===== config.mk =====
export PLATFORM = sky130hd
export DESIGN_NAME = chan_est_interp_seq
export DESIGN_NICKNAME = d
export VERILOG_FILES = /design/src/rtl/chan_est_interp_seq.sv
export SDC_FILE = /design/constraint.sdc
export NUM_CORES = 1
export LEC_CHECK = 0
export CORE_ASPECT_RATIO = 1.2
export CORE_MARGIN = 2
export CORE_UTILIZATION = 40
export DETAILED_ROUTE_END_ITERATION = 16
export MAX_ROUTING_LAYER = met4
export PLACE_DENSITY = 0.7
export SLEW_MARGIN = 20
export SYNTH_ARGS = -nofsm -noshare
export SYNTH_HDL_FRONTEND = slang
export SYNTH_SLANG_ARGS = --single-unit

===== constraint.sdc =====
create_clock -name clk -period 4.4 [get_ports clk]
set_input_delay 0.88 -clock clk [delete_from_list [all_inputs] [get_ports clk]]
set_output_delay 0.88 -clock clk [all_outputs]
set_load 0.02 [all_outputs]

===== src/rtl/chan_est_interp_seq.sv =====
// Sequential pilot interpolator/extrapolator: streams N = 2^LOG2_N points per
// request, one per cycle, from a per-lane accumulator stepping by (B - A).
module chan_est_interp_seq #(
  parameter int WIDTH  = 17,
  parameter int LOG2_N = 2,
  parameter int CH     = 2
) (
  input  logic                      clk,
  input  logic                      rst,
  input  logic                      in_valid,
  output logic                      in_ready,
  input  logic                      mode,
  input  logic [CH*WIDTH-1:0]       est_a,
  input  logic [CH*WIDTH-1:0]       est_b,
  output logic                      out_valid,
  input  logic                      out_ready,
  output logic [CH*(WIDTH+2)-1:0]   out_data,
  output logic [LOG2_N-1:0]         out_idx,
  output logic                      out_last
);

  localparam int AW = WIDTH + LOG2_N + 3;
  localparam int DW = WIDTH + 1;
  localparam int OW = WIDTH + 2;
  localparam logic signed [AW-1:0] HALF     = AW'(2 ** (LOG2_N - 1));
  localparam logic [LOG2_N-1:0]    LAST_IDX = '1;

  typedef enum logic {IDLE, RUN} state_t;

  state_t                  state, state_nxt;
  logic signed [AW-1:0]    acc_p0 [CH];
  logic signed [DW-1:0]    dlt_p0 [CH];
  logic signed [AW-1:0]    acc_ld [CH];
  logic signed [DW-1:0]    dlt_ld [CH];
  logic [LOG2_N-1:0]       cnt_p0;
  logic                    vld_p0;
  logic                    accept;
  logic                    adv;

  // Round half toward +inf, then drop the N scaling; result always fits OW bits.
  function automatic logic signed [OW-1:0] round_shift(input logic signed [AW-1:0] a);
    return OW'((a + HALF) >>> LOG2_N);
  endfunction

  function automatic logic signed [AW-1:0] ext_step(input logic signed [DW-1:0] d);
    return {{(AW-DW){d[DW-1]}}, d};
  endfunction

  assign vld_p0   = (state == RUN);
  assign in_ready = (state == IDLE);
  assign accept   = in_ready && in_valid;
  assign adv      = vld_p0 && out_ready;

  for (genvar c = 0; c < CH; c++) begin : g_lane
    logic signed [WIDTH-1:0] a, b, base;
    assign a    = est_a[c*WIDTH +: WIDTH];
    assign b    = est_b[c*WIDTH +: WIDTH];
    assign base = mode ? b : a;
    assign dlt_ld[c] = {b[WIDTH-1], b} - {a[WIDTH-1], a};
    assign acc_ld[c] = {{(AW-WIDTH-LOG2_N){base[WIDTH-1]}}, base, {LOG2_N{1'b0}}};
    assign out_data[c*OW +: OW] = round_shift(acc_p0[c]);
  end

  always_ff @(posedge clk) begin
    if (rst) state <= IDLE;
    else     state <= state_nxt;
  end

  always_comb begin
    state_nxt = state;
    case (state)
      IDLE:    if (in_valid) state_nxt = RUN;
      RUN:     if (out_ready && (cnt_p0 == LAST_IDX)) state_nxt = IDLE;
      default: state_nxt = IDLE;
    endcase
  end

  // Stage p0: accumulator and point counter, loaded on accept, stepped on handshake.
  always_ff @(posedge clk) begin
    if (rst) begin
      cnt_p0 <= '0;
      for (int c = 0; c < CH; c++) begin
        acc_p0[c] <= '0;
        dlt_p0[c] <= '0;
      end
    end else if (accept) begin
      cnt_p0 <= '0;
      for (int c = 0; c < CH; c++) begin
        acc_p0[c] <= acc_ld[c];
        dlt_p0[c] <= dlt_ld[c];
      end
    end else if (adv) begin
      cnt_p0 <= cnt_p0 + LOG2_N'(1);
      for (int c = 0; c < CH; c++)
        acc_p0[c] <= acc_p0[c] + ext_step(dlt_p0[c]);
    end
  end

  assign out_valid = vld_p0;
  assign out_idx   = cnt_p0;
  assign out_last  = (cnt_p0 == LAST_IDX);

endmodule

==> metrics.md, run 1 <==
| Metric | Value |
|---|---|
| Total of fill cells in the finished design | `1,817` |
| Post-cts resize count | `0` |
| Gate count after technology mapping | `855` |
| Hold buffers post-CTS | `0` |
| Element type at the critical path start | `register` |
| Total instance count after detailed placement | `1,203` |
| Hold Fails Final Rpt | `0` |
| Max capacitance violation total | `0` |
| Seq pwr share | `0.359` |
| Transition time at the pin with the least slew margin | `0.9205 ns` |
| H-tree lvl count | `3` |
| CTS clock-pin slew for the worst setup and hold paths | `0.07 ns` |
| Path type of the worst min-delay path | `reg2reg` |
| Wirelength, routed | `19,620 um` |
| RSZ-0062 raised after global routing | `no` |
| Worst Path Arrival | `2.65 ns` |
| Share of flip-flops with an asynchronous set or reset | `0` |
| DRC violations left | `0` |
| Via count of the routed design | `6,662` |
| Antenna-violating nets left | `0` |
| Commonest cells after routing, fill and taps aside | `sky130_fd_sc_hd__clkdlybuf4s50_1, sky130_fd_sc_hd__edfxtp_1, sky130_fd_sc_hd__ha_1` |
| Clock tree skew after final layout | `0.01130 ns` |
| Synth cell types | `64` |
| Starting density of the core | `0.4066` |
| Grt peak-use layer | `met2` |
| Number of violations reported at the end of detailed-routing iteration 0 | `473` |
| Skew-Pair Late Insertion Delay | `0.35 ns` |
| Internal cell power | `1.860 mW` |
| Antenna cells | `0` |
| Met3 track demand over resource | `0.01578` |
| Quantity of I/O buffers inserted on ports | `115` |
| Maximum vdd drop | `0.1766 mV` |
| First-pass iteration count of the detailed router | `7` |
| Kind of end point of the critical path | `primary output` |
| X dimension of the die | `130.4 um` |
| Final number of max-transition violations | `0` |
| Post-CTS Setup Inserts | `0` |
| TritonCTS clock tree | `done` |
| Nets | `1,112` |
| Result of the run | `finished, final reports clean` |
| Count of non-filler cells in the finished layout | `1,219` |
| Number of global-route vias before repair | `6,362` |
| Detail-routed net length per standard cell | `16.09 um` |
| Met2 routing resource usage after global routing | `0.3548` |
| Average size of a mapped cell | `8.966 um2` |
| Remaining global-route overflow | `0` |
| Full die area | `0.02029 mm2` |
| Total of flip-flops plus latches after synthesis | `81` |
| Sequential area share after synthesis | `0.3134` |
| Number of buffers between clock root and the deepest sink | `2` |
| Required time of the critical path | `3.52 ns` |
| Share of total power consumed by net switching | `0.3438` |
| Post-detail-place hpwl | `15,030 um` |
| Cell area after synthesis | `0.007666 mm2` |
| Share of post-route cells with drive strength above 1 | `0.04050` |
| Max Clock Freq | `283.5 MHz` |
| Fin crit share | `0.8017` |
| Detail-routed via count per cell | `5.465` |
| Sinks on Clock Net | `81` |
| RD Place Congestion | `0.9013` |
| Final setup viols | `0` |
| Ys Warns | `0` |
| Y dimension of the die | `155.7 um` |
| Setup_tns | `0 ns` |
| Fraction of power consumed by the clock network | `0.274` |
| Met1 track utilization from global routing | `0.2315` |
| Count of flip-flops with a built-in enable after synthesis | `78` |
| Leading cell type in the layout, fill and taps excluded | `sky130_fd_sc_hd__clkdlybuf4s50_1` |
| Tmin final | `3.527 ns` |
| Root buffer cell | `sky130_fd_sc_hd__clkbuf_16` |
| Layout overhead on the synthesized area | `22.28%` |
| Syn Nets | `1,009` |
| Largest driver fanout on the critical path | `5` |
| Initial antenna violation count | `0` |
| Power share of the combinational group | `0.368` |
| Number of buffers created by CTS | `9` |
| Switching power | `974.7 uW` |
| Cell leakage power | `4.050 nW` |
| Placeable core region | `0.01886 mm2` |
| Global router's overall resource usage | `0.1981` |
| Worst slew margin | `0.3864` |
| Pin count of the biggest net entering global routing | `43` |
| Std-Cell Rows | `55` |
| Wire length of the first global-routing pass | `30,820 um` |
| Pwr dens | `302.4 mW/mm2` |
| I/O pin cnt | `116` |
| Most used flip-flop cell after synthesis | `sky130_fd_sc_hd__edfxtp_1` |
| Worst Path Class, Setup | `reg2out` |
-- cell usage after synthesis, drive strengths merged (4+ instances only) --
library cell  count  area (um2)
edfxtp           78        2342
ha               77       963.4
nor2             63       236.5
nand2            62       232.7
a21oi            56       280.3
inv              56       210.2
xnor2            51       446.7
xor2             41       359.1
nand3            39       195.2
o21ai            37       185.2
mux2i            32       320.3
a21o             30       225.2
o22ai            28       175.2
clkbuf           23       86.33
nand4            20       125.1
nor3             15       75.07
and3             14       87.58
and2             11       68.82
nand2b           10       62.56
a211oi            8       65.06
o21a              8       60.06
a31oi             7       58.81
buf               7       35.03
nor2b             7       43.79
o211ai            5       37.54
o31ai             5       37.54
a21boi            4       30.03
a221oi            4       47.55
fa                4       80.08
o21bai            4       30.03
-- metrics by stage --
| step | power (mW) | area, um2 | hold WS, ns | setup WS, ns | util |
|---|---|---|---|---|---|
| 2_1_floorplan | 1.731 | 7666 | 0.5494 | 0.9427 | - |
| 3_3_place_gp | 2.050 | 9069 | 0.4685 | 0.7127 | 0.4810 |
| 3_5_place_dp | 2.060 | 9069 | 0.4756 | 0.7071 | 0.4810 |
| 4_1_cts | 2.842 | 9374 | 0.4845 | 0.8067 | 0.4971 |
| 5_1_grt | 2.988 | 9374 | 0.5149 | 0.6868 | 0.4971 |
| 6_report | 2.835 | 9374 | 0.4783 | 0.8726 | 0.4971 |
-- sequential cells by signal, summed over array words and instances (netlist names) --
register	cells
acc_p0	42
dlt_p0	36
out_idx	2
out_valid	1
-- power groups by stage --
stage               logic (mW)  registers [mW]  clock network (mW)
detailed placement        1.03            1.03                   0
global route              1.14            1.03               0.820
finish                    1.04            1.02               0.777
floorplan                0.720            1.01                   0
global placement          1.02            1.03                   0
CTS                       1.04            1.02               0.788
-- cells by family after synthesis --
group | Yosys count | synth area share
adder cells (fa/ha/maj) | 81 | 0.1361
buffers and inverters | 86 | 0.04325
XOR/XNOR | 92 | 0.1051
flip-flops | 81 | 0.3134
AO/OA/AOI/OAI | 230 | 0.2011
multiplexers | 33 | 0.04325
AND/OR/NAND/NOR | 252 | 0.1578
-- critical path, cell delays in order (launching register included) --
cell and delay [ns]:
sky130_fd_sc_hd__edfxtp_1 0.44, sky130_fd_sc_hd__nand3_1 0.17, sky130_fd_sc_hd__nor2_1 0.40, sky130_fd_sc_hd__nand3_1 0.28, sky130_fd_sc_hd__nor2_1 0.18, sky130_fd_sc_hd__xor2_1 0.19, sky130_fd_sc_hd__clkdlybuf4s50_1 0.63
-- routing by layer --
metal,vias to the layer above,part of all wire
li1,3383,-
met3,28,0.034
met4,0,0.020
met2,155,0.52
met5,-,0
met1,3096,0.43
-- final timing paths --
kind / from / to / slack [ns] / cells past startpoint
max: acc_p0[0][23] / out_data[37] / 0.87 / 6
min: out_idx[1] / out_idx[1] / 0.48 / 2
max reg2reg: dlt_p0[0][0] / acc_p0[0][18] / 1.38 / 9
min reg2reg: out_idx[1] / out_idx[1] / 0.48 / 2
-- layout make-up --
cell class | instances | area, um2 | area share
Multi-Input combinational cell | 688 | 4937 | 0.5267
Sequential cell | 81 | 2402 | 0.2563
Timing Repair Buffer | 122 | 1199 | 0.1279
Tap cell | 256 | 320.3 | 0.03417
Clock buffer | 9 | 225.2 | 0.02403
Inverter | 56 | 210.2 | 0.02242
Clock inverter | 7 | 80.08 | 0.008542
Power figures use the tool's default switching activity.
==> run 2, diff against run 1 <==
- PLACE_DENSITY: 0.7 -> 0.72
- clock period: 4.4 -> 3 ns (I/O delays scaled with it)
==> metrics.md, run 2 (synthesis gave the netlist of run 1 again) <==
| Metric | Value |
|---|---|
| Result of the run | `finished, final reports clean` |
| Starting density of the core | `0.4066 (unchanged)` |
| Count of cells along the worst register-to-register path | `8 (-1)` |
| Kind of end point of the critical path | `register` |
| Number of violations reported at the end of detailed-routing iteration 0 | `462 (-2.3%)` |
| Hold buffers post-CTS | `0 (unchanged)` |
| Layout overhead on the synthesized area | `27.83%` |
| Transition time at the pin with the least slew margin | `0.6761 ns (-0.2444 ns)` |
| Cells on Worst Hold Path | `2 (unchanged)` |
| I/O pin cnt | `116 (unchanged)` |
| Number of global-route vias before repair | `6,693 (+5.2%)` |
| Clock tree skew after final layout | `0.006823 ns (-0.004474 ns)` |
| Setup slack after layout | `0.08861 ns (-0.7840 ns)` |
| Global router's overall resource usage | `0.2053 (+0.007238)` |
| Initial antenna violation count | `0 (unchanged)` |
| Wire length of the first global-routing pass | `32,200 um (+4.5%)` |
| Maximum vdd drop | `0.2704 mV (+53%)` |
| Tmin final | `2.911 ns` |
| RD Place Congestion | `0.8884 (-1.4%)` |
| Pin count of the biggest net entering global routing | `43 (unchanged)` |
| X dimension of the die | `130.4 um (unchanged)` |
| Pwr dens | `424.2 mW/mm2 (+40%)` |
| Commonest cells after routing, fill and taps aside | `sky130_fd_sc_hd__clkdlybuf4s50_1, sky130_fd_sc_hd__edfxtp_1, sky130_fd_sc_hd__ha_1` |
| Cell type group with the largest total delay on the critical path | `compound AO/OA/AOI/OAI gates` |
| Max Clock Freq | `343.5 MHz` |
| Via count of the routed design | `6,880 (+3.3%)` |
| DRC violations left | `0 (unchanged)` |
| Top register by number of flip-flops | `acc_p0` |
| Total instance count after detailed placement | `1,244 (+3.4%)` |
| Fin crit share | `0.9705` |
| WP depth | `10 (+4)` |
| Share of post-route cells with drive strength above 1 | `0.09613 (+0.05564)` |
| Path type of the worst min-delay path | `reg2reg` |
| Std-Cell Rows | `55 (unchanged)` |
| Remaining global-route overflow | `0 (unchanged)` |
| TritonCTS clock tree | `done` |
| Max capacitance violation total | `0 (unchanged)` |
| Worst slew margin | `0.5376 (+0.1513)` |
| Largest driver fanout on the critical path | `2 (-3)` |
| Y dimension of the die | `155.7 um (unchanged)` |
| Count of non-filler cells in the finished layout | `1,265 (+3.8%)` |
| Placement-stage worst setup slack | `-0.3490 ns (-1.056 ns)` |
| Library cell contributing the largest single delay on the critical path | `sky130_fd_sc_hd__clkdlybuf4s50_1` |
| Wirelength, routed | `19,800 um (+0.96%)` |
| Detail-routed net length per standard cell | `15.65 um (-2.7%)` |
| Skew-Pair Late Insertion Delay | `0.34 ns (about the same)` |
| Count of buffering cells on the critical path with inverters included | `2 (+1)` |
| Leading cell type in the layout, fill and taps excluded | `sky130_fd_sc_hd__clkdlybuf4s50_1` |
| Full die area | `0.02029 mm2 (unchanged)` |
| Worst Path Class, Setup | `in2reg` |
| CP Cell Sequence | `clkdlybuf4s50_1 -> inv_1 -> ha_1 -> a21o_1 -> a221o_1 -> o21ba_1 -> a211oi_2 -> o41ai_4 -> a2111o_1 -> a21oi_2` |
| Required time of the critical path | `3.21 ns (-0.31 ns)` |
| Critical Path Max Stage Delay | `0.49 ns (-0.14 ns)` |
| Hold Fails Final Rpt | `0 (unchanged)` |
| Number of flip-flops in the largest register | `42 (unchanged)` |
| First-pass iteration count of the detailed router | `4 (-3)` |
| Number of buffers created by CTS | `9 (unchanged)` |
| Number of buffers between clock root and the deepest sink | `2 (unchanged)` |
| Root buffer cell | `sky130_fd_sc_hd__clkbuf_16` |
| Nets | `1,158 (+4.1%)` |
| Quantity of I/O buffers inserted on ports | `115 (unchanged)` |
| Sinks on Clock Net | `81 (unchanged)` |
| CTS clock-pin slew for the worst setup and hold paths | `0.07 ns (about the same)` |
| Detail-routed via count per cell | `5.439 (-0.48%)` |
| Final setup viols | `0 (unchanged)` |
| Final number of max-transition violations | `0 (unchanged)` |
| Post-detail-place hpwl | `15,780 um (+5.0%)` |
| Antenna cells | `0 (unchanged)` |
| Placeable core region | `0.01886 mm2 (unchanged)` |
| Worst Path Arrival | `3.12 ns (+0.47 ns)` |
| Antenna-violating nets left | `0 (unchanged)` |
| Cell leakage power | `4.424 nW (+9.2%)` |
| H-tree lvl count | `3 (unchanged)` |
| Element type at the critical path start | `primary input` |
| RSZ-0062 raised after global routing | `no` |
run 2: changes by cell type in the layout (fill, tap and decap cells not counted), sizes merged:
| cell | delta |
|---|---|
| buf | +46 |
| clkdlybuf4s50 | -19 |
| dlygate4sd2 | +11 |
| dlymetal6s2s | +7 |
| inv | +2 |
| bufinv | -1 |
| clkdlybuf4s15 | +1 |
| clkinv | -1 |
run 2: worst paths after layout:
kind / end / startpoint / slack (ns)
worst max-delay path: dlt_p0[0][17] / est_a[9] / 0.09
worst min-delay path: out_idx[1] / out_idx[1] / 0.49
worst max register to register: acc_p0[0][42] / acc_p0[0][27] / 0.12
worst min register to register: out_idx[1] / out_idx[1] / 0.49
run 2: per-layer routing:
layer	vias to the layer above	wire length [um]	global-route usage	part of all wire
met4	0	544	0.06890	0.027
met2	177	10340	0.3672	0.52
met5	-	0	-	0
met1	3194	8075	0.2393	0.41
met3	40	847	0.02092	0.043
li1	3469	-	-	-
run 2: stage by stage:
step / hold slack [ns] / instance area [um2] / util / power, mW / setup TNS (ns)
floorplan: 0.5499 / 7669 / - / 2.538 / 0
global placement: 0.4694 / 9402 / 0.4986 / 3.073 / -3.703
detailed placement: 0.4886 / 9402 / 0.4986 / 3.093 / -4.409
CTS: 0.4964 / 9671 / 0.5129 / 4.136 / 0
global route: 0.5393 / 9799 / 0.5197 / 4.402 / 0
finish: 0.4865 / 9799 / 0.5197 / 4.157 / 0
run 2: layout make-up:
class	count	area [um2]
Timing Repair Buffer	168	1573
Fill cell	1808	9056
Multi-Input combinational cell	688	5015
Inverter	56	210.2
Clock buffer	9	225.2
Clock inverter	7	53.80
Sequential cell	81	2402
Tap cell	256	320.3
run 2: what timing repair did:
action | in CTS | in global routing
endpoints found under the setup margin | 15 | 25
gates resized for setup | 14 | 26
pin swaps | 0 | 10
buffers inserted | 0 | 5
run 2: worst register-to-register path, cell delays in order, from the launching register on:
cell,delay (ns)
sky130_fd_sc_hd__edfxtp_1,0.49
sky130_fd_sc_hd__ha_1,0.46
sky130_fd_sc_hd__and3_1,0.24
sky130_fd_sc_hd__a221oi_4,0.09
sky130_fd_sc_hd__nor2b_1,0.15
sky130_fd_sc_hd__o221ai_1,0.21
sky130_fd_sc_hd__a2111oi_0,0.67
sky130_fd_sc_hd__or3_1,0.22
sky130_fd_sc_hd__nand4_1,0.09
run 2: report_power, final:
part | internal [mW] | switching (mW) | total [mW]
Sequential | 1.38 | 0.107 | 1.49
Clock | 0.568 | 0.489 | 1.06
Combinational | 0.751 | 0.860 | 1.61
